[src/rtl/alu_pkg.sv]
// Shared ALU issue definitions: ALU control codes, ALUOp and funct encodings,
// and the issue-entry record carried through the skid buffer.
package alu_pkg;

    localparam int ALU_WIDTH = 32;

    localparam logic [2:0] ALU_ADD = 3'b010;
    localparam logic [2:0] ALU_SUB = 3'b110;
    localparam logic [2:0] ALU_AND = 3'b000;
    localparam logic [2:0] ALU_OR  = 3'b001;
    localparam logic [2:0] ALU_SLT = 3'b111;

    localparam logic [1:0] ALUOP_ADD   = 2'b00;
    localparam logic [1:0] ALUOP_SUB   = 2'b01;
    localparam logic [1:0] ALUOP_FUNCT = 2'b10;
    localparam logic [1:0] ALUOP_RSVD  = 2'b11;

    localparam logic [5:0] FUNCT_ADD = 6'b100000;
    localparam logic [5:0] FUNCT_SUB = 6'b100010;
    localparam logic [5:0] FUNCT_AND = 6'b100100;
    localparam logic [5:0] FUNCT_OR  = 6'b100101;
    localparam logic [5:0] FUNCT_SLT = 6'b101010;

    typedef struct packed {
        logic [2:0]           ctrl;
        logic                 illegal;
        logic [ALU_WIDTH-1:0] a;
        logic [ALU_WIDTH-1:0] b;
    } issue_entry_t;

    localparam issue_entry_t ENTRY_RESET = '{
        ctrl:    ALU_ADD,
        illegal: 1'b0,
        a:       '0,
        b:       '0
    };

endpackage

[src/rtl/alu_ctrl_decode.sv]
// Combinational ALUOp/funct -> ALU control decoder. Undecodable ops fall back to add;
// they are flagged on o_illegal only when ALU_ILLEGAL_TRAP_EN is defined.
module alu_ctrl_decode
    import alu_pkg::*;
(
    input  logic [1:0] i_alu_op,
    input  logic [5:0] i_funct,
    output logic [2:0] o_ctrl,
    output logic       o_illegal
);

`ifdef ALU_ILLEGAL_TRAP_EN
    localparam logic TRAP_EN = 1'b1;
`else
    localparam logic TRAP_EN = 1'b0;
`endif

    always_comb begin
        // NOTE: every output gets a default before the case so no path can infer a latch.
        o_ctrl    = ALU_ADD;
        o_illegal = 1'b0;
        unique case (i_alu_op)
            ALUOP_ADD: o_ctrl = ALU_ADD;
            ALUOP_SUB: o_ctrl = ALU_SUB;
            ALUOP_FUNCT: begin
                case (i_funct)
                    FUNCT_ADD: o_ctrl = ALU_ADD;
                    FUNCT_SUB: o_ctrl = ALU_SUB;
                    FUNCT_AND: o_ctrl = ALU_AND;
                    FUNCT_OR:  o_ctrl = ALU_OR;
                    FUNCT_SLT: o_ctrl = ALU_SLT;
                    default:   o_illegal = TRAP_EN;
                endcase
            end
            ALUOP_RSVD: o_illegal = TRAP_EN;
        endcase
    end

endmodule

[src/rtl/alu_ctrl_issue.sv]
// EX-stage issue unit: decodes the op, then queues it in a 2-entry skid buffer ahead
// of the ALU. Illegal-op flagging is enabled by defining ALU_ILLEGAL_TRAP_EN.
module alu_ctrl_issue
    import alu_pkg::*;
#(
    parameter int WIDTH = ALU_WIDTH
) (
    input  logic             clk,
    input  logic             reset,
    input  logic             flush,
    input  logic             in_valid,
    output logic             in_ready,
    input  logic [1:0]       alu_op,
    input  logic [5:0]       funct,
    input  logic [WIDTH-1:0] in_a,
    input  logic [WIDTH-1:0] in_b,
    output logic             out_valid,
    input  logic             out_ready,
    output logic [2:0]       control,
    output logic [WIDTH-1:0] a,
    output logic [WIDTH-1:0] b,
    output logic             illegal
);

    issue_entry_t r_e0;
    issue_entry_t r_e1;
    logic         r_e0_valid;
    logic         r_e1_valid;

    logic         w_in_fire;
    logic         w_out_fire;
    logic         w_e0_free;
    logic [2:0]   w_dec_ctrl;
    logic         w_dec_illegal;
    issue_entry_t w_in_entry;

    alu_ctrl_decode u_decode (
        .i_alu_op  (alu_op),
        .i_funct   (funct),
        .o_ctrl    (w_dec_ctrl),
        .o_illegal (w_dec_illegal)
    );

    assign w_in_entry = '{ctrl: w_dec_ctrl, illegal: w_dec_illegal, a: in_a, b: in_b};

    // in_ready comes straight from the entry1 flop, so it is registered by construction.
    assign in_ready   = !r_e1_valid;
    assign w_in_fire  = in_valid && in_ready;
    assign w_out_fire = r_e0_valid && out_ready;
    assign w_e0_free  = !r_e0_valid || w_out_fire;

    always_ff @(posedge clk) begin
        // NOTE: state is updated with non-blocking assignments so every flop samples pre-edge values.
        if (reset) begin
            r_e0_valid <= 1'b0;
            r_e1_valid <= 1'b0;
            r_e0       <= ENTRY_RESET;
        end else if (flush) begin
            r_e0_valid <= 1'b0;
            r_e1_valid <= 1'b0;
        end else if (w_e0_free) begin
            if (r_e1_valid) begin
                r_e0       <= r_e1;
                r_e0_valid <= 1'b1;
                r_e1_valid <= w_in_fire;
            end else begin
                r_e0_valid <= w_in_fire;
                if (w_in_fire) r_e0 <= w_in_entry;
            end
        end else if (w_in_fire) begin
            r_e1_valid <= 1'b1;
        end
    end

    // NOTE: the skid payload is never reset; its valid flag alone decides whether it is read.
    always_ff @(posedge clk) begin
        if (w_in_fire && (r_e1_valid || !w_e0_free)) begin
            r_e1 <= w_in_entry;
        end
    end

    assign out_valid = r_e0_valid;
    assign control   = r_e0.ctrl;
    assign a         = r_e0.a;
    assign b         = r_e0.b;
    assign illegal   = r_e0_valid && r_e0.illegal;

endmodule

[config.mk]
export PLATFORM = sky130hd
export DESIGN_NAME = alu_ctrl_issue
export DESIGN_NICKNAME = d
export VERILOG_FILES = /design/src/rtl/alu_pkg.sv /design/src/rtl/alu_ctrl_decode.sv /design/src/rtl/alu_ctrl_issue.sv
export SDC_FILE = /design/constraint.sdc
export NUM_CORES = 1
export LEC_CHECK = 0
export ABC_AREA = 0
export ABC_CLOCK_PERIOD_IN_PS = 2800
export CAP_MARGIN = 20
export CELL_PAD_IN_SITES_DETAIL_PLACEMENT = 0
export CELL_PAD_IN_SITES_GLOBAL_PLACEMENT = 1
export CORE_ASPECT_RATIO = 1.4
export CORE_MARGIN = 4
export CORE_UTILIZATION = 34
export CTS_CLUSTER_DIAMETER = 50
export DETAILED_ROUTE_END_ITERATION = 8
export GPL_ROUTABILITY_DRIVEN = 0
export GPL_TIMING_DRIVEN = 0
export PLACE_DENSITY = 0.74
export SYNTH_ARGS = -nofsm -noshare
export SYNTH_HDL_FRONTEND = slang
export SYNTH_SLANG_ARGS = --single-unit
[constraint.sdc]
create_clock -name clk -period 2.8 [get_ports clk]
set_input_delay 0.56 -clock clk [delete_from_list [all_inputs] [get_ports clk]]
set_output_delay 0.56 -clock clk [all_outputs]
set_load 0.01 [all_outputs]
## After elaboration in Yosys (flattened, before gate mapping)

Cells that the tools add are included.

- Register bits: 137
- Input port bits: 77
- Word-level logic and storage cells: 37
- Output and inout bits: 70

- Equality and inequality tests: 6
- Reduce and logical (&&, ||, !) cells: 13
- Mux-type cells: 8
- Bitwise logic cells: 1

Operators by type and width:

| cell | count |
|---|---|
| 68-bit 2-to-1 mux | 2 |
| 6-bit equality test (second input constant) | 4 |
| 3-bit case mux with 4 select lines | 1 |
| 3-bit case mux with 2 select lines | 1 |
| 1-bit logical AND | 4 |
| 1-bit 2-to-1 mux | 4 |
| 2-bit nonzero test | 2 |
| 1-bit zero test | 3 |
| 3-bit AND reduction | 1 |
| 2-bit by 1-bit equality test with 1-bit output (second input constant) | 1 |
| 2-bit equality test (second input constant) | 1 |
| 1-bit logical OR | 2 |
| 2-bit OR reduction | 1 |
| 1-bit NOT | 1 |

## Depth between registers and ports, before layout

- Word-level depth: 5
- Depth in mapped cells: 7
- Gate-level depth less buffers: 6

## Hierarchy

A second synthesis with hierarchy kept.

- Cell total of the unflattened synthesis: 475
- Area, all modules: 5965.7 µm²

By module, submodules not included:

| module | sequential area each (µm²) | instances | cells an instance | area each (µm²) |
|---|---|---|---|---|
| alu_ctrl_issue | 3443.3 | 1 | 458 | 5835.6 |
| alu_ctrl_decode | 0.0 | 1 | 17 | 130.1 |

## Least setup slack after synthesis

OpenSTA, ideal clock, no wires.

- Path type: input-to-reg
- From: in out_ready
- To: reg r_e1[0] (netlist name), enable pin
- Library setup time: 433 ps
- Stages: 2
- Path slack: -19 ps
- Arrival: 2387 ps
- Required time: 2367 ps
- Path buffers: 0
- Path through: nor2b_1 > and3_1

- Word-level cells in the longest chain between the ends: 5

RTL lines:

| item | line | RTL |
|---|---|---|
| from (decl) | alu_ctrl_issue.sv:18 | `input logic out_ready,` |
| 1-bit logical AND | alu_ctrl_issue.sv:49 | `assign w_out_fire = r_e0_valid && out_ready;` |
| 1-bit logical OR | alu_ctrl_issue.sv:50 | `assign w_e0_free = !r_e0_valid \|\| w_out_fire;` |
| 1-bit zero test | alu_ctrl_issue.sv:77 | `if (w_in_fire && (r_e1_valid \|\| !w_e0_free)) begin` |
| 1-bit logical OR | alu_ctrl_issue.sv:77 |  |
| 1-bit logical AND | alu_ctrl_issue.sv:77 |  |
| to (signal assigned) | alu_ctrl_issue.sv:78 | `r_e1 <= w_in_entry;` |
| to (decl) | alu_ctrl_issue.sv:26 | `issue_entry_t r_e1;` |

No other way between the ends.
A chain may end at the register's enable or synchronous reset.

## Final worst setup path

- From: reg r_e1_valid
- To: out in_ready

- Word-level cells in the longest chain between the ends: 1

RTL lines:

| item | line | RTL |
|---|---|---|
| from (decl) | alu_ctrl_issue.sv:28 | `logic r_e1_valid;` |
| from (signal assigned) | alu_ctrl_issue.sv:65 | `r_e1_valid <= w_in_fire;` |
| 1-bit zero test | alu_ctrl_issue.sv:47 | `assign in_ready = !r_e1_valid;` |
| to (decl) | alu_ctrl_issue.sv:12 | `output logic in_ready,` |

No other way between the ends.

==> impl_metrics.env <==
export IMPL_run_status="finished, final reports clean"
export IMPL_critPathLaunchType="flop"
export IMPL_post_layout_minimum_cycle_time_ns=2.39
export IMPL_fp_dieH_um=154
export IMPL_synth_enable_flop_cells=67
export IMPL_dominantRegCellSynth="sky130_fd_sc_hd__dfxtp_1"
export IMPL_number_of_global_route_vias_before_repair=4007
export IMPL_h_tree_levels=4
export IMPL_grt_total_usage_pct=15.7
export IMPL_synth_async_sr_flop_share_pct=0
export IMPL_timing_critical_path_mode_cell="sky130_fd_sc_hd__buf_2"
export IMPL_cts_repair_resize_count=0
export IMPL_syn_avg_cell_area_um2=13.0
export IMPL_route_detailed_vias_per_inst=4.88
export IMPL_areaGrowthSynthToFinish_pct=45.4
export IMPL_numPortBuffers=144
export IMPL_synth_ff_latch_count=136
export IMPL_placedCellCount=731
export IMPL_detailed_place_hpwl_um=9690
export IMPL_antenna_found_initial=1
export IMPL_route_antenna_remaining_nets=0
export IMPL_totalNegativeSetupSlack_ns=0
export IMPL_floorplan_initialDensity_pct=35.2
export IMPL_achievable_frequency_mhz=418
export IMPL_finalSetupViolCount=0
export IMPL_ctsRootBufferMaster="sky130_fd_sc_hd__clkbuf_16"
export IMPL_n_fill_cell=1336
export IMPL_layout_drive_gt1_share_pct=9.93
export IMPL_worst_setup_hold_path_clk_slew_ns=0.06
export IMPL_min_delay_path_depth=2
export IMPL_grt_pass1_wl_um=21300
export IMPL_ios=147
export IMPL_critical_path_cell_by_cell="buf_2 > buf_2 > inv_1 > clkdlybuf4s50_1"
export IMPL_worstSetupPathType="flop to output pin"
export IMPL_synthesis_instances=397
export IMPL_synth_nets=476
export IMPL_post_layout_total_power_w=0.00505
export IMPL_cts_inserted_buffers=17
export IMPL_clock_latency_ns=0.41
export IMPL_r2r_cells=5
export IMPL_overflow=0
export IMPL_cts_root_to_sink_buffers=2
export IMPL_cts_setup_buffers=0
export IMPL_iteration_0_drc_count_of_the_detailed_router=119
export IMPL_vdd_ir_drop_worst_mv=0.334
export IMPL_yosys_warnings=0
export IMPL_crit_fanout=10
export IMPL_insertedDiodeCount=0
export IMPL_routedWlPerCell_um=17.6
export IMPL_max_cap_viol_count=0
export IMPL_post_layout_nonfiller_instances=763
export IMPL_die_w_um=112
export IMPL_die_area_um2=17200
export IMPL_cellPowerDensity_nw_per_um2=674
export IMPL_core_area_um2=14600
export IMPL_drc=0
export IMPL_cpMaxStageDelayCell="sky130_fd_sc_hd__clkdlybuf4s50_1"
export IMPL_critical_path_arrival_ns=1.83
export IMPL_wirelength_um=13400
export IMPL_postLayoutCoreUtil_pct=51.1
export IMPL_synth_seq_area_share_pct=65.9
export IMPL_num_rows=52
export IMPL_cts_hold_buf=0
export IMPL_via_count=3720
export IMPL_fin_hold_ws_ns=0.473
export IMPL_timing_critical_path_to_type="output pin"
export IMPL_clock_sinks=136
export IMPL_syn_area_um2=5150
export IMPL_rsz_0062_raised_after_global_routing="no"
export IMPL_maximum_number_of_pins_on_one_net_before_global_route_repair=42
export IMPL_finalClockSkew_ns=0.00945
export IMPL_worst_slew_margin_rel_pct=62.9
export IMPL_worst_slew_pin_slew_ns=0.556
export IMPL_p_leak_nw=2.50
export IMPL_detail_route_first_pass_iterations=4
export IMPL_hold_violations=0
export IMPL_synth_lib_cells_used_distinct=27
export IMPL_final_max_slew_violation_count=0
export IMPL_hold_path_class="flop to flop"
export IMPL_highest_cell_delay_on_the_worst_timing_path_ns=0.50
export IMPL_cp_required_ns=2.24
export IMPL_min_period_over_period_pct=85.4
export IMPL_cts_tree="built"
export IMPL_finalNetCount=640
layout make-up:
cell class	count	area, um^2	area share, %
clock buffers	22	485	6.49
well taps	189	236	3.16
inverters	4	15.0	0.201
multi-input cells	226	1590	21.2
clock inverters	10	143	1.91
plain buffers	31	158	2.11
flip-flops and latches	136	3390	45.3
repair buffers	145	1470	19.6
per-stage QoR:
step | cell area [um^2] | setup slack (ns)
after floorplan | 5150 | 0.723
after global placement | 6830 | -0.229
after detailed placement | 6860 | 0.358
after CTS | 7490 | 0.355
after global routing | 7490 | 0.290
final | 7490 | 0.408
cell usage after synthesis (4+ instances only):
cell type | n | area, um^2
sky130_fd_sc_hd__a211oi_1 | 66 | 495
sky130_fd_sc_hd__a21oi_1 | 4 | 20.0
sky130_fd_sc_hd__buf_2 | 18 | 90.1
sky130_fd_sc_hd__buf_4 | 5 | 37.5
sky130_fd_sc_hd__clkbuf_1 | 8 | 30.0
sky130_fd_sc_hd__dfxtp_1 | 69 | 1380
sky130_fd_sc_hd__edfxtp_1 | 67 | 2010
sky130_fd_sc_hd__inv_1 | 4 | 15.0
sky130_fd_sc_hd__mux2i_1 | 64 | 641
sky130_fd_sc_hd__nor2_1 | 69 | 259
worst paths after layout:
check / start / to / slack [ns]
hold reg to reg: control[2] / control[2] / 0.47
setup / recovery: r_e1_valid / in_ready / 0.41
hold / removal: control[2] / control[2] / 0.47
setup reg to reg: r_e1_valid / r_e1[40] / 0.87
flip-flops by register name, summed over array words and instances, names as in the netlist:
name / cells
r_e1_valid: 1
control: 3
b: 32
a: 32
out_valid: 1
r_e1: 67
per-layer routing:
metal	global-route usage, %	vias up	routed length [um]
met4	6.59	2	269
li1	-	1812	-
met3	4.25	22	671
met2	28.2	92	7150
met5	0	-	20
met1	17.3	1792	5320
cell families after synthesis:
| kind of cell | after synthesis | synth area share (%) |
|---|---|---|
| adder cells (fa/ha/maj) | 2 | 0.486 |
| buffers and inverters | 35 | 3.35 |
| AO/OA/AOI/OAI | 75 | 10.6 |
| flip-flops | 136 | 65.9 |
| multiplexers | 64 | 12.4 |
| other | 1 | 0.0729 |
| AND/OR/NAND/NOR | 84 | 7.12 |
report_power, final:
group / total [W] / switching [W] / leakage (nW) / internal (W)
Combinational: 0.000506 / 0.000222 / 1.02 / 0.000284
Clock: 0.00233 / 0.000826 / 0.302 / 0.00150
Sequential: 0.00221 / 0.0000411 / 1.18 / 0.00217
cell usage in the layout, fill, tap and decap left out, types with 2 or more instances in the layout:
cell type and instances:
sky130_fd_sc_hd__clkinvlp_4 2, sky130_fd_sc_hd__clkbuf_8 2, sky130_fd_sc_hd__mux2i_1 64, sky130_fd_sc_hd__clkbuf_16 18
sky130_fd_sc_hd__buf_2 18, sky130_fd_sc_hd__a21oi_1 4, sky130_fd_sc_hd__inv_1 4, sky130_fd_sc_hd__a211oi_1 66
sky130_fd_sc_hd__clkbuf_1 10, sky130_fd_sc_hd__clkdlybuf4s50_1 144, sky130_fd_sc_hd__ha_1 2, sky130_fd_sc_hd__or3_1 2
sky130_fd_sc_hd__buf_4 5, sky130_fd_sc_hd__o21ai_0 2, sky130_fd_sc_hd__nor3_1 2, sky130_fd_sc_hd__bufinv_16 3
sky130_fd_sc_hd__nor4bb_1 2, sky130_fd_sc_hd__edfxtp_1 67, sky130_fd_sc_hd__dfxtp_1 69, sky130_fd_sc_hd__clkinv_4 3
sky130_fd_sc_hd__nand2b_1 2, sky130_fd_sc_hd__nor2_1 69
critical path, delay by kind of cell, from the launching register on:
family,cells,cell delay [ns]
buffers and inverters,4,1.13
flip-flops,1,0.30
(Power assumes the default switching activity.)
==> variant 1, RTL diff (config.mk and constraints unchanged) <==
Change the package constant `ALU_WIDTH` from 32 to 48.
--- a/src/rtl/alu_pkg.sv
+++ b/src/rtl/alu_pkg.sv
@@ -3,5 +3,5 @@
 package alu_pkg;
 
-    localparam int ALU_WIDTH = 32;
+    localparam int ALU_WIDTH = 48;
 
     localparam logic [2:0] ALU_ADD = 3'b010;
Ports: changed (resized a, b, in_a and in_b); port bits go from 147 to 211. The function was not compared with the original's and may differ.
==> variant 1 against the original RTL <==
Sequential share of layout area rose by 2.0 points; area after synthesis rose by 46%; routed wire length rose by 54%; register-to-register slack got worse by 430 ps; clock skew rose by 0.89 ps; cell area rose by 41%; count of clock-buffer cells in the layout fell by 1; worst setup slack got worse by 220 ps; critical path type unchanged; sequential cell count rose by 64; power rose by 25%; maximum frequency fell by 8.3%.
==> variant 1: results (changes against the original RTL) <==
========================================================================================
Setup Fix Bufs, Post-CTS ..................................................            0   unchanged
Met2 global-route usage ...................................................        0.302   +0.0192
Final clock skew ..........................................................      10.3 ps   +0.887 ps
Total number of yosys warnings ............................................            0   unchanged
Routed WL per cell ........................................................      18.6 µm   +5.8%
CTS Root Cell .............................................................    clkbuf_16
Wire length of the first global-routing pass ..............................     32400 µm   +52%
Number of clock buffers inserted by TritonCTS .............................           17   unchanged
Clock insertion delay at the later pin of the skew report .................       420 ps
Least-Margin Pin Slew .....................................................       756 ps   +200 ps
Worst-case clock buffer depth .............................................            2   unchanged
Outcome ...................................................................    completed
Leak pwr ..................................................................   0.00344 µW   +38%
Fraction of layout cells with a size suffix above 1 .......................       0.0776   -0.0217
Top post-synthesis cells by area .......................................... edfxtp_1, dfxtp_1, mux2i_1, a211oi_1, nor2_1
Number of buffers added on ports ..........................................          208   +44%
Worst min path class ...................................................... flop to flop
Biggest fanout along the worst timing path ................................           10   unchanged
Routed via count ..........................................................         5375   +44%
Filler cell count .........................................................         1963   +47%
Top post-synthesis cells by count ......................................... dfxtp_1, nor2_1, edfxtp_1, a211oi_1, mux2i_1
Global-route total usage across every layer ...............................        0.169   +0.0120
DR iter-0 viols ...........................................................          263   +120%
Commonest register cell after synthesis ...................................      dfxtp_1
Dpl ws ....................................................................      32.8 ps   -325 ps
Maximum number of pins on one net before global-route repair ..............           52   +24%
Max reg flops .............................................................           99   +48%
CTS HTree Levels ..........................................................            4   unchanged
Number of nets in the layout ..............................................          910   +42%
Worst IR drop on VDD ......................................................       382 µV   +14%
Post-Synthesis Net Count ..................................................          682   +43%
Number of search-and-repair iterations in the first detailed-routing pass .            4   unchanged
Vias in the first global route ............................................         5751   +44%
Largest reg by FF count ...................................................         r_e1
GR met1 Demand/Resource ...................................................        0.196   +0.0233
Share of flip-flops with an asynchronous set or reset .....................            0   unchanged
EDFF count, synth .........................................................           99   +48%
Clock slew at the register clock pins of the worst setup and hold paths ...        70 ps
Number of antenna violations at the first check in global routing .........            1   unchanged
HPWL after detailed placement .............................................     15300 µm   +58%
Total of cells resized after clock tree synthesis .........................            1   +1
Library cells used by synthesis ...........................................           29   +7.4%
Met3 Resource Use GR ......................................................       0.0405   -0.00194
Proportion of synthesized chip area in sequential cells ...................        0.665   +0.00623
========================================================================================
-- variant 1: layout make-up --
type	count	area share
Timing Repair Buffer	209	0.200
Antenna cell	1	0.000237
Clock buffer	21	0.0427
Tap cell	297	0.0352
Clock inverter	11	0.00914
Multi-Input combinational cell	322	0.216
Buffer	45	0.0216
Inverter	4	0.00142
Sequential cell	200	0.474
-- variant 1: per-stage QoR --
stage	instance area, µm²	instances
CTS	10500	1109
global route	10500	1110
finish	10500	1110
floorplan	7510	571
detailed placement	9990	1077
global placement	9960	1076
-- variant 1: final timing paths --
path                    from    endpoint  slack [ps]  depth (start not counted)
setup reg to reg  r_e1_valid    r_e1[51]         440                          6
hold reg to reg   control[2]  control[2]         470                          2
hold / removal    control[2]  control[2]         470                          2
setup / recovery  r_e1_valid    in_ready         190                          5
-- variant 1: cells by family after synthesis --
kind of cell | Yosys count | synth area share
flops | 200 | 0.665
simple gates | 116 | 0.0660
compound gates | 107 | 0.105
mux | 96 | 0.128
buf+inv | 49 | 0.0320
fa+ha+maj | 2 | 0.00333
other cells | 1 | 0.000500
-- variant 1: power breakdown --
group          switching [µW]  internal, µW  total, µW
clock                    1060          1260       2320
sequential               64.1          3190       3250
combinational             335           410        745
total                    1460          4850       6310
-- variant 1: critical path, stage by stage (launching register included) --
cell             delay (ps)
dfxtp_1                 310
buf_2                   130
buf_2                   270
buf_4                   290
inv_1                   100
clkdlybuf4s50_1         530
-- variant 1: layer usage --
metal | part of all wire | vias to the layer above | wire length [µm]
li1 | - | 2575 | -
met1 | 0.40 | 2631 | 8360
met2 | 0.53 | 140 | 11000
met3 | 0.040 | 29 | 818
met4 | 0.025 | 0 | 524
met5 | 0 | - | 0
==> variant 2, RTL diff (config.mk and constraints unchanged) <==
Made on the original files. Reset style: asynchronous (`reset`), changed in one clocked block.
--- a/src/rtl/alu_ctrl_issue.sv
+++ b/src/rtl/alu_ctrl_issue.sv
@@ -50,5 +50,5 @@
     assign w_e0_free  = !r_e0_valid || w_out_fire;
 
-    always_ff @(posedge clk) begin
+    always_ff @(posedge clk or posedge reset) begin
         // NOTE: state is updated with non-blocking assignments so every flop samples pre-edge values.
         if (reset) begin
Check against the original RTL: differs if reset is asserted again (counterexample within 4 cycles, from zero or initial values and one cycle with reset high); with reset held inactive, the same outputs for 4 cycles.
==> variant 2 against the original RTL <==
Hold slack lost 9.4 ps; register-to-register slack lost 130 ps; area after synthesis grew 3.2%; worst setup slack lost 34 ps; routed wire length shrank 3.6%; power grew 3.4%; first-iteration DRC count is the same; sequential cell count is the same; cell area grew 1.3%; sequential share of layout area grew 4.0 points; cell count shrank 0.13%; clock power shrank 14%; die area grew 3.0%; critical path type unchanged.
==> variant 2: results (changes against the original RTL) <==
==========================================================================================
Met3 Resource Use GR ........................................................       0.0528   +0.0103
Commonest register cell after synthesis .....................................      dfrtp_1
Largest reg by FF count .....................................................         r_e1
Source of the worst hold timing path ........................................   control[1]
Biggest fanout along the worst timing path ..................................           10   unchanged
Outcome .....................................................................    completed
Power after layout ..........................................................      5220 µW   +3.4%
Vias in the first global route ..............................................         3983   -0.60%
Highest metal used ..........................................................         met4
Sequential power ............................................................      2380 µW   +8%
Total number of yosys warnings ..............................................            0   unchanged
Max incr delay on CP ........................................................       570 ps   +70 ps
Clock insertion delay at the later pin of the skew report ...................       410 ps   about the same
Total length of routed met2 wires ...........................................      6740 µm   -5.7%
Number of cells after detailed placement ....................................          730   -0.14%
Share of synthesized cell area in full adder, half adder and majority cells .      0.00471   -0.000151
HPWL after detailed placement ...............................................      9210 µm   -5.0%
Global-route total usage across every layer .................................        0.153   -0.00402
Top post-synthesis cells by area ............................................ edfxtp_1, dfrtp_1, mux2i_1, nand2_1, o21ai_1
Routed WL per cell ..........................................................      17.0 µm   -3.4%
Comb group ..................................................................       826 µW   +63%
GR met1 Demand/Resource .....................................................        0.177   +0.00405
Number of nets in the layout ................................................          636   -0.63%
Number of search-and-repair iterations in the first detailed-routing pass ...            6   +2
Leak pwr ....................................................................   0.00285 µW   +14%
Fraction of layout cells with a size suffix above 1 .........................       0.0947   -0.00457
Final clock skew ............................................................      5.66 ps   -3.79 ps
Worst hold path endpoint ....................................................   control[1]
Share of flip-flops with an asynchronous set or reset .......................        0.507   +0.507
Synthesized instance count ..................................................          391   -1.5%
Total met3 wirelength after detailed routing ................................       761 µm   +13%
Post-Route WL ...............................................................     13000 µm   -3.6%
Worst reg2reg path endpoint .................................................     r_e1[10]
R2r setup slk ...............................................................       740 ps   -130 ps
Maximum number of pins on one net before global-route repair ................           37   -12%
Wire length of the first global-routing pass ................................     20900 µm   -1.7%
Setup crit start ............................................................   r_e1_valid
Number of antenna violations at the first check in global routing ...........            0   -1
Compound-Gate Fraction of Synth Area ........................................       0.0751   -0.0309
Worst IR drop on VDD ........................................................       337 µV   +0.89%
Routed via count ............................................................         3633   -2.3%
Arrival time at the worst endpoint ..........................................      1870 ps   +40 ps
Met2 global-route usage .....................................................        0.257   -0.0255
Proportion of synthesized chip area in sequential cells .....................        0.704   +0.0447
Mux share of post-synthesis cell area .......................................        0.121   -0.00387
Met1 wire length ............................................................      5180 µm   -2.6%
Headroom to the max-slew limit ..............................................        0.499   -0.130
Post-Synthesis Net Count ....................................................          470   -1.3%
Top post-synthesis cells by count ........................................... dfrtp_1, edfxtp_1, nand2_1, mux2i_1, o21ai_1
Switching power summed over all nets ........................................      1230 µW   +13%
Number of buffers added on ports ............................................          145   +0.69%
==========================================================================================
## variant 2: area by class of cell
| type | instances | area, µm² |
|---|---|---|
| Sequential cell | 136 | 3740 |
| Timing Repair Buffer | 147 | 1490 |
| Tap cell | 192 | 240 |
| Inverter | 6 | 25.0 |
| Fill cell | 1383 | 7600 |
| Multi-Input combinational cell | 226 | 1440 |
| Clock buffer | 22 | 454 |
| Clock inverter | 10 | 78.8 |
| Buffer | 23 | 119 |
## variant 2: stage by stage
step	hold WS [ps]	util	setup WS, ps	TNS (ps)
2_1_floorplan	468	-	502	0
3_3_place_gp	461	0.461	-1050	-88780
3_5_place_dp	456	0.464	265	0
4_1_cts	465	0.499	315	0
5_1_grt	472	0.499	233	0
6_report	463	0.499	374	0
## variant 2: tightest hold or removal path, stage by stage, from the launching register on
cell	delay, ps
dfstp_2	360
nand2_1	40
o21ai_1	50
